### config.mk
export PLATFORM = sky130hd
export DESIGN_NAME = uart_rx_param
export DESIGN_NICKNAME = d
export VERILOG_FILES = /design/src/rtl/uart_pkg.sv /design/src/rtl/uart_bit_timer.sv /design/src/rtl/uart_rx_param.sv
export SDC_FILE = /design/constraint.sdc
export NUM_CORES = 1
export LEC_CHECK = 0
export ABC_AREA = 1
export CAP_MARGIN = 5
export CORE_MARGIN = 4
export CORE_UTILIZATION = 55
export CTS_CLUSTER_SIZE = 20
export DETAILED_ROUTE_END_ITERATION = 12
export HOLD_SLACK_MARGIN = 0.12
export PLACE_DENSITY_LB_ADDON = 0.15
export SYNTH_ARGS = -nofsm -noshare
export SYNTH_HDL_FRONTEND = slang
export SYNTH_SLANG_ARGS = --single-unit
### constraint.sdc
create_clock -name clk -period 1.8 [get_ports clk]
set_input_delay 0.27 -clock clk [delete_from_list [all_inputs] [get_ports clk]]
set_output_delay 0.27 -clock clk [all_outputs]
set_load 0.01 [all_outputs]
### src/rtl/uart_pkg.sv
// Shared types and helpers for the parametrised UART receiver.
package uart_pkg;

  // Receiver FSM states
  typedef enum logic [2:0] {
    IDLE   = 3'd0,
    START  = 3'd1,
    DATA   = 3'd2,
    PARITY = 3'd3,
    STOP   = 3'd4,
    ERROR  = 3'd5
  } state_t;

  // Parity mode encodings
  localparam int PAR_NONE = 0;
  localparam int PAR_ODD  = 1;
  localparam int PAR_EVEN = 2;

  // Widest data word the receiver supports
  localparam int MAX_WIDTH = 16;

  // Expected parity bit for a zero-extended word; odd mode makes data+parity hold an odd count of ones
  function automatic logic parity_bit(input logic [MAX_WIDTH-1:0] word, input int mode);
    parity_bit = (^word) ^ (mode == PAR_ODD);
  endfunction

endpackage

### src/rtl/uart_bit_timer.sv
// Bit-period timer: first tick half a bit after restart, then one tick per bit period.
module uart_bit_timer #(
  parameter int CLKS_PER_BIT = 1
) (
  input  logic clk,
  input  logic reset,
  input  logic start,
  input  logic active,
  input  logic half,
  output logic sample_tick
);

  localparam int CW      = $clog2(CLKS_PER_BIT + 1);
  localparam int HALF_M1 = (CLKS_PER_BIT / 2 > 0) ? (CLKS_PER_BIT / 2 - 1) : 0;

  logic [CW-1:0] cnt_reg;
  logic [CW-1:0] target;

  // Terminal count: half a bit for the start re-check, a full bit otherwise
  always_comb begin
    target      = half ? CW'(HALF_M1) : CW'(CLKS_PER_BIT - 1);
    sample_tick = active && !start && (cnt_reg == target);
  end

  // Cycle counter, cleared at every sample, on restart and while idle
  always_ff @(posedge clk or posedge reset) begin
    if (reset) begin
      cnt_reg <= '0;
    end else if (start || !active || sample_tick) begin
      cnt_reg <= '0;
    end else begin
      cnt_reg <= cnt_reg + 1'b1;
    end
  end

endmodule

### src/rtl/uart_rx_param.sv
// Parametrised UART receiver: configurable width, oversampling, parity and stop bits.
// Optional macro UART_RX_SYNC_EN inserts a two-flop input synchroniser (adds 2 clocks of latency).
module uart_rx_param
  import uart_pkg::*;
#(
  parameter int DATA_WIDTH   = 8,
  parameter int CLKS_PER_BIT = 1,
  parameter int PARITY_MODE  = 1,
  parameter int STOP_BITS    = 1
) (
  input  logic                  clk,
  input  logic                  reset,
  input  logic                  data,
  output logic [DATA_WIDTH-1:0] out_byte,
  output logic                  done,
  output logic                  parity_err,
  output logic                  frame_err
);

  localparam int BW = $clog2(DATA_WIDTH + 1);

  logic line_s;

`ifdef UART_RX_SYNC_EN
  logic [1:0] sync_reg;

  // Two-flop synchroniser, idle-high out of reset so no false start is seen
  always_ff @(posedge clk or posedge reset) begin
    if (reset) begin
      sync_reg <= 2'b11;
    end else begin
      sync_reg <= {sync_reg[0], data};
    end
  end

  assign line_s = sync_reg[1];
`else
  assign line_s = data;
`endif

  state_t                state_reg;
  state_t                state_next;
  logic [DATA_WIDTH-1:0] shift_reg;
  logic [BW-1:0]         bit_cnt_reg;
  logic                  stop_cnt_reg;
  logic                  done_reg;
  logic                  parity_err_reg;
  logic                  frame_err_reg;
  logic [DATA_WIDTH-1:0] out_byte_reg;

  logic                  tick;
  logic                  start_det;
  logic                  timer_restart;
  logic                  last_data;
  logic                  last_stop;
  logic                  par_exp;
  logic [MAX_WIDTH-1:0]  word_ext;
  logic                  done_next;
  logic                  parity_err_next;
  logic                  frame_err_next;

  // Start detection and timer control; an ERROR-state low restarts the idle-line count
  always_comb begin
    start_det     = (state_reg == IDLE) && !line_s;
    timer_restart = start_det || ((state_reg == ERROR) && !line_s);
    last_data     = (bit_cnt_reg == BW'(DATA_WIDTH - 1));
    last_stop     = (stop_cnt_reg == 1'(STOP_BITS - 1));
    word_ext      = '0;
    word_ext[DATA_WIDTH-1:0] = shift_reg;
    par_exp       = parity_bit(word_ext, PARITY_MODE);
  end

  uart_bit_timer #(
    .CLKS_PER_BIT (CLKS_PER_BIT)
  ) u_timer (
    .clk         (clk),
    .reset       (reset),
    .start       (timer_restart),
    .active      (state_reg != IDLE),
    .half        (state_reg == START),
    .sample_tick (tick)
  );

  // State register
  always_ff @(posedge clk or posedge reset) begin
    if (reset) begin
      state_reg <= IDLE;
    end else begin
      state_reg <= state_next;
    end
  end

  // Next-state logic; with one clock per bit the start-detect edge is also the start sample
  always_comb begin
    state_next = state_reg;
    case (state_reg)
      IDLE: begin
        if (!line_s) state_next = (CLKS_PER_BIT == 1) ? DATA : START;
      end
      START: begin
        if (tick) state_next = line_s ? IDLE : DATA;
      end
      DATA: begin
        if (tick && last_data) state_next = (PARITY_MODE != PAR_NONE) ? PARITY : STOP;
      end
      PARITY: begin
        if (tick) state_next = (line_s != par_exp) ? ERROR : STOP;
      end
      STOP: begin
        if (tick) begin
          if (!line_s)        state_next = ERROR;
          else if (last_stop) state_next = IDLE;
        end
      end
      ERROR: begin
        if (tick) state_next = IDLE;
      end
      default: state_next = IDLE;
    endcase
  end

  // Pulse decode; at most one of these can be true for a given sample
  always_comb begin
    done_next       = (state_reg == STOP) && tick && line_s && last_stop;
    parity_err_next = (state_reg == PARITY) && tick && (line_s != par_exp);
    frame_err_next  = (state_reg == STOP) && tick && !line_s;
  end

  // Data path: LSB-first shift register, data-bit and stop-bit counters
  always_ff @(posedge clk or posedge reset) begin
    if (reset) begin
      shift_reg    <= '0;
      bit_cnt_reg  <= '0;
      stop_cnt_reg <= 1'b0;
    end else begin
      if (state_reg == IDLE) begin
        bit_cnt_reg  <= '0;
        stop_cnt_reg <= 1'b0;
      end
      if ((state_reg == DATA) && tick) begin
        shift_reg   <= {line_s, shift_reg[DATA_WIDTH-1:1]};
        bit_cnt_reg <= bit_cnt_reg + 1'b1;
      end
      if ((state_reg == STOP) && tick) begin
        stop_cnt_reg <= stop_cnt_reg + 1'b1;
      end
    end
  end

  // Registered outputs; the word is only captured on a clean frame
  always_ff @(posedge clk or posedge reset) begin
    if (reset) begin
      done_reg       <= 1'b0;
      parity_err_reg <= 1'b0;
      frame_err_reg  <= 1'b0;
      out_byte_reg   <= '0;
    end else begin
      done_reg       <= done_next;
      parity_err_reg <= parity_err_next;
      frame_err_reg  <= frame_err_next;
      if (done_next) out_byte_reg <= shift_reg;
    end
  end

  assign out_byte   = out_byte_reg;
  assign done       = done_reg;
  assign parity_err = parity_err_reg;
  assign frame_err  = frame_err_reg;

endmodule
==> results.sh <==
export IMPL_p_clk_share_pct=12.4
export IMPL_gp_congestion=0.9230
export IMPL_setup_violations_final=0
export IMPL_path_buf_inv=1
export IMPL_drc=0
export IMPL_rows=17
export IMPL_coreArea_mm2=0.002318
export IMPL_instances_no_fill=222
export IMPL_syn_area_per_cell_um2=7.912
export IMPL_critical_path_arrival_ps=1260
export IMPL_synthMostInstantiatedCell="nand2_1"
export IMPL_die_area_mm2=0.003401
export IMPL_cp_cell_sequence="clkdlybuf4s50_1"
export IMPL_final_nets=199
export IMPL_async_flop_share_pct=100.0
export IMPL_synth_edff_count=0
export IMPL_antenna_found_initial=0
export IMPL_yosysUniqueCellTypes=23
export IMPL_synth_cells=176
export IMPL_p_sw_share_pct=41.18
export IMPL_drt_pass1_iterations=4
export IMPL_grt_first_pass_wirelength_um=4581
export IMPL_grt_pass1_vias=1048
export IMPL_outcome="finished clean"
export IMPL_route_vias_total=1115
export IMPL_cpLargestDelayFamily="buffers and inverters"
export IMPL_p_switching_mw=1.011
export IMPL_diodes=0
export IMPL_synth_flop_cell="dfrtp_1"
export IMPL_hpwlAfterDp_um=2045
export IMPL_clk_path_buf_depth=2
export IMPL_num_fill_cells=189
export IMPL_die_y_um=58.32
export IMPL_ys_warnings_count=0
export IMPL_fin_setup_tns_ps=0
export IMPL_cts_tree="yes"
export IMPL_post_cts_setup_buffers=0
export IMPL_clk_pin_slew_ps=140
export IMPL_initial_core_util_pct=60.06
export IMPL_comb_power_share_pct=45.0
export IMPL_peakVddDrop_uv=946.7
export IMPL_placed_area_mm2=0.001580
export IMPL_crit_fanout=2
export IMPL_max_freq_ghz=0.6557
export IMPL_synth_area_leader_cell="dfrtp_1"
export IMPL_cts_resized=0
export IMPL_grt_setup_unrepaired="no"
export IMPL_holdWs_ps=289.4
export IMPL_final_max_slew_viol_count=0
export IMPL_grt_max_degree=29
export IMPL_syn_nets=180
export IMPL_max_cap_violations=0
export IMPL_io_pins=14
export IMPL_skew_ps=2.136
export IMPL_drt_first_iter_violations=22
export IMPL_clock_latency_ps=320
export IMPL_grt_overflow=0
export IMPL_design_area_mm2=0.001617
export IMPL_slowest_stage="clkdlybuf4s50_1"
export IMPL_p_int_mw=1.444
export IMPL_drive_gt1_share_pct=9.794
export IMPL_ys_ff_latch=28
export IMPL_netlist_area_mm2=0.001393
export IMPL_viasPerCell=5.023
export IMPL_finalHoldViolations=0
export IMPL_hp_class="input port to asynchronous set/reset pin"
export IMPL_critPathLaunchType="flop"
export IMPL_netlist_area_leader_share_pct=50.31
export IMPL_port_buffers=13
export IMPL_die_width_um=58.32
export IMPL_dp_cells=218
export IMPL_power_frac_seq_pct=42.6
export IMPL_areaGrowthSynthToFinish_pct=16.08
export IMPL_cts_sinks=28
export IMPL_grt_usage_pct=17.96
export IMPL_cts_root_buf="clkbuf_4"
export IMPL_power_mw=2.455
export IMPL_period_share_pct=84.73
export IMPL_p_leak_nw=0.8186
export IMPL_cts_buffers=3
export IMPL_cts_max_level=1
export IMPL_synth_area_leaders="dfrtp_1, nand2_1, inv_1"
export IMPL_layout_min_cycle_time_ps=1525
export IMPL_synth_seq_area_share_pct=50.31
export IMPL_powerDensity_mw_per_mm2=1519
export IMPL_cts_hold_buf=0
export IMPL_drtAntennaViolNets=0
export IMPL_drt_total_wl_um=2598
export IMPL_synth_top_cells_by_count="nand2_1, inv_1, dfrtp_1"
export IMPL_endpoint_kind="output port"
export IMPL_wl_per_cell_um=11.70
export IMPL_crit_required_ps=1530
export IMPL_crit_type="flop to output port"
export IMPL_max_stage_delay_ps=540
metal layers:
metal	vias to the layer above	routed length, um	track usage, %
li1	579	-	-
met1	512	1134	22.70
met2	22	1354	30.14
met3	2	77	2.632
met4	0	31	8.609
met5	-	0	0
power by group through the flow:
stage / combinational [mW] / clock [mW] / sequential, mW
6_report: 1.11 / 0.304 / 1.05
5_1_grt: 1.28 / 0.338 / 1.09
3_3_place_gp: 1.05 / 0 / 1.05
3_5_place_dp: 1.11 / 0 / 1.06
4_1_cts: 1.12 / 0.320 / 1.05
2_1_floorplan: 0.690 / 0 / 1.07
kinds of logic (layout without fill, tap and decap cells):
kind of cell | Yosys count | count (layout) | synth area share (%)
simple gates | 84 | 84 | 27.94
buf+inv | 35 | 53 | 10.06
other cells | 1 | 1 | 0.2693
compound gates | 26 | 26 | 9.884
xor+xnor | 1 | 1 | 0.6290
fa+ha+maj | 1 | 1 | 0.8983
flops | 28 | 28 | 50.31
placed cells by master, fill, tap and decap left out, drive strengths merged, types with 4 or more instances in the layout:
cell / count
clkbuf: 4
dfrtp: 28
inv: 32
nor2: 13
clkdlybuf4s50: 13
o21ai: 24
nor3: 4
nand2: 55
nand3: 12
buf: 4
metrics by stage:
step / setup slack (ps) / utilization [%]
2_1_floorplan: 394.8 / -
3_3_place_gp: 88.22 / 68.16
3_5_place_dp: -5.769 / 68.16
4_1_cts: 241.2 / 69.72
5_1_grt: 140.6 / 69.72
6_report: 274.9 / 69.72
layout make-up:
| cell class | instances | area, um^2 | area share (%) |
|---|---|---|---|
| repair buffers | 17 | 172.7 | 10.68 |
| well taps | 28 | 35.03 | 2.167 |
| flip-flops and latches | 28 | 700.7 | 43.34 |
| inverters | 32 | 120.1 | 7.430 |
| multi-input cells | 113 | 551.8 | 34.13 |
| clock buffers | 4 | 36.28 | 2.245 |
worst paths after layout:
path,startpoint,end,slack [ps],cells past startpoint
max,out_byte[3]$_DFFE_PP0P_,out_byte[3],270,1
min,reset,bit_cnt_reg[0]$_DFFE_PP0P_,290,3
max reg2reg,state_reg[1]$_DFFE_PP0P_,out_byte[3]$_DFFE_PP0P_,280,8
min reg2reg,out_byte[2]$_DFFE_PP0P_,out_byte[2]$_DFFE_PP0P_,540,2
max in group asynchronous,reset,out_byte[7]$_DFFE_PP0P_,1260,3
min in group clk,out_byte[2]$_DFFE_PP0P_,out_byte[2]$_DFFE_PP0P_,540,2
Power figures use the tool's default switching activity.
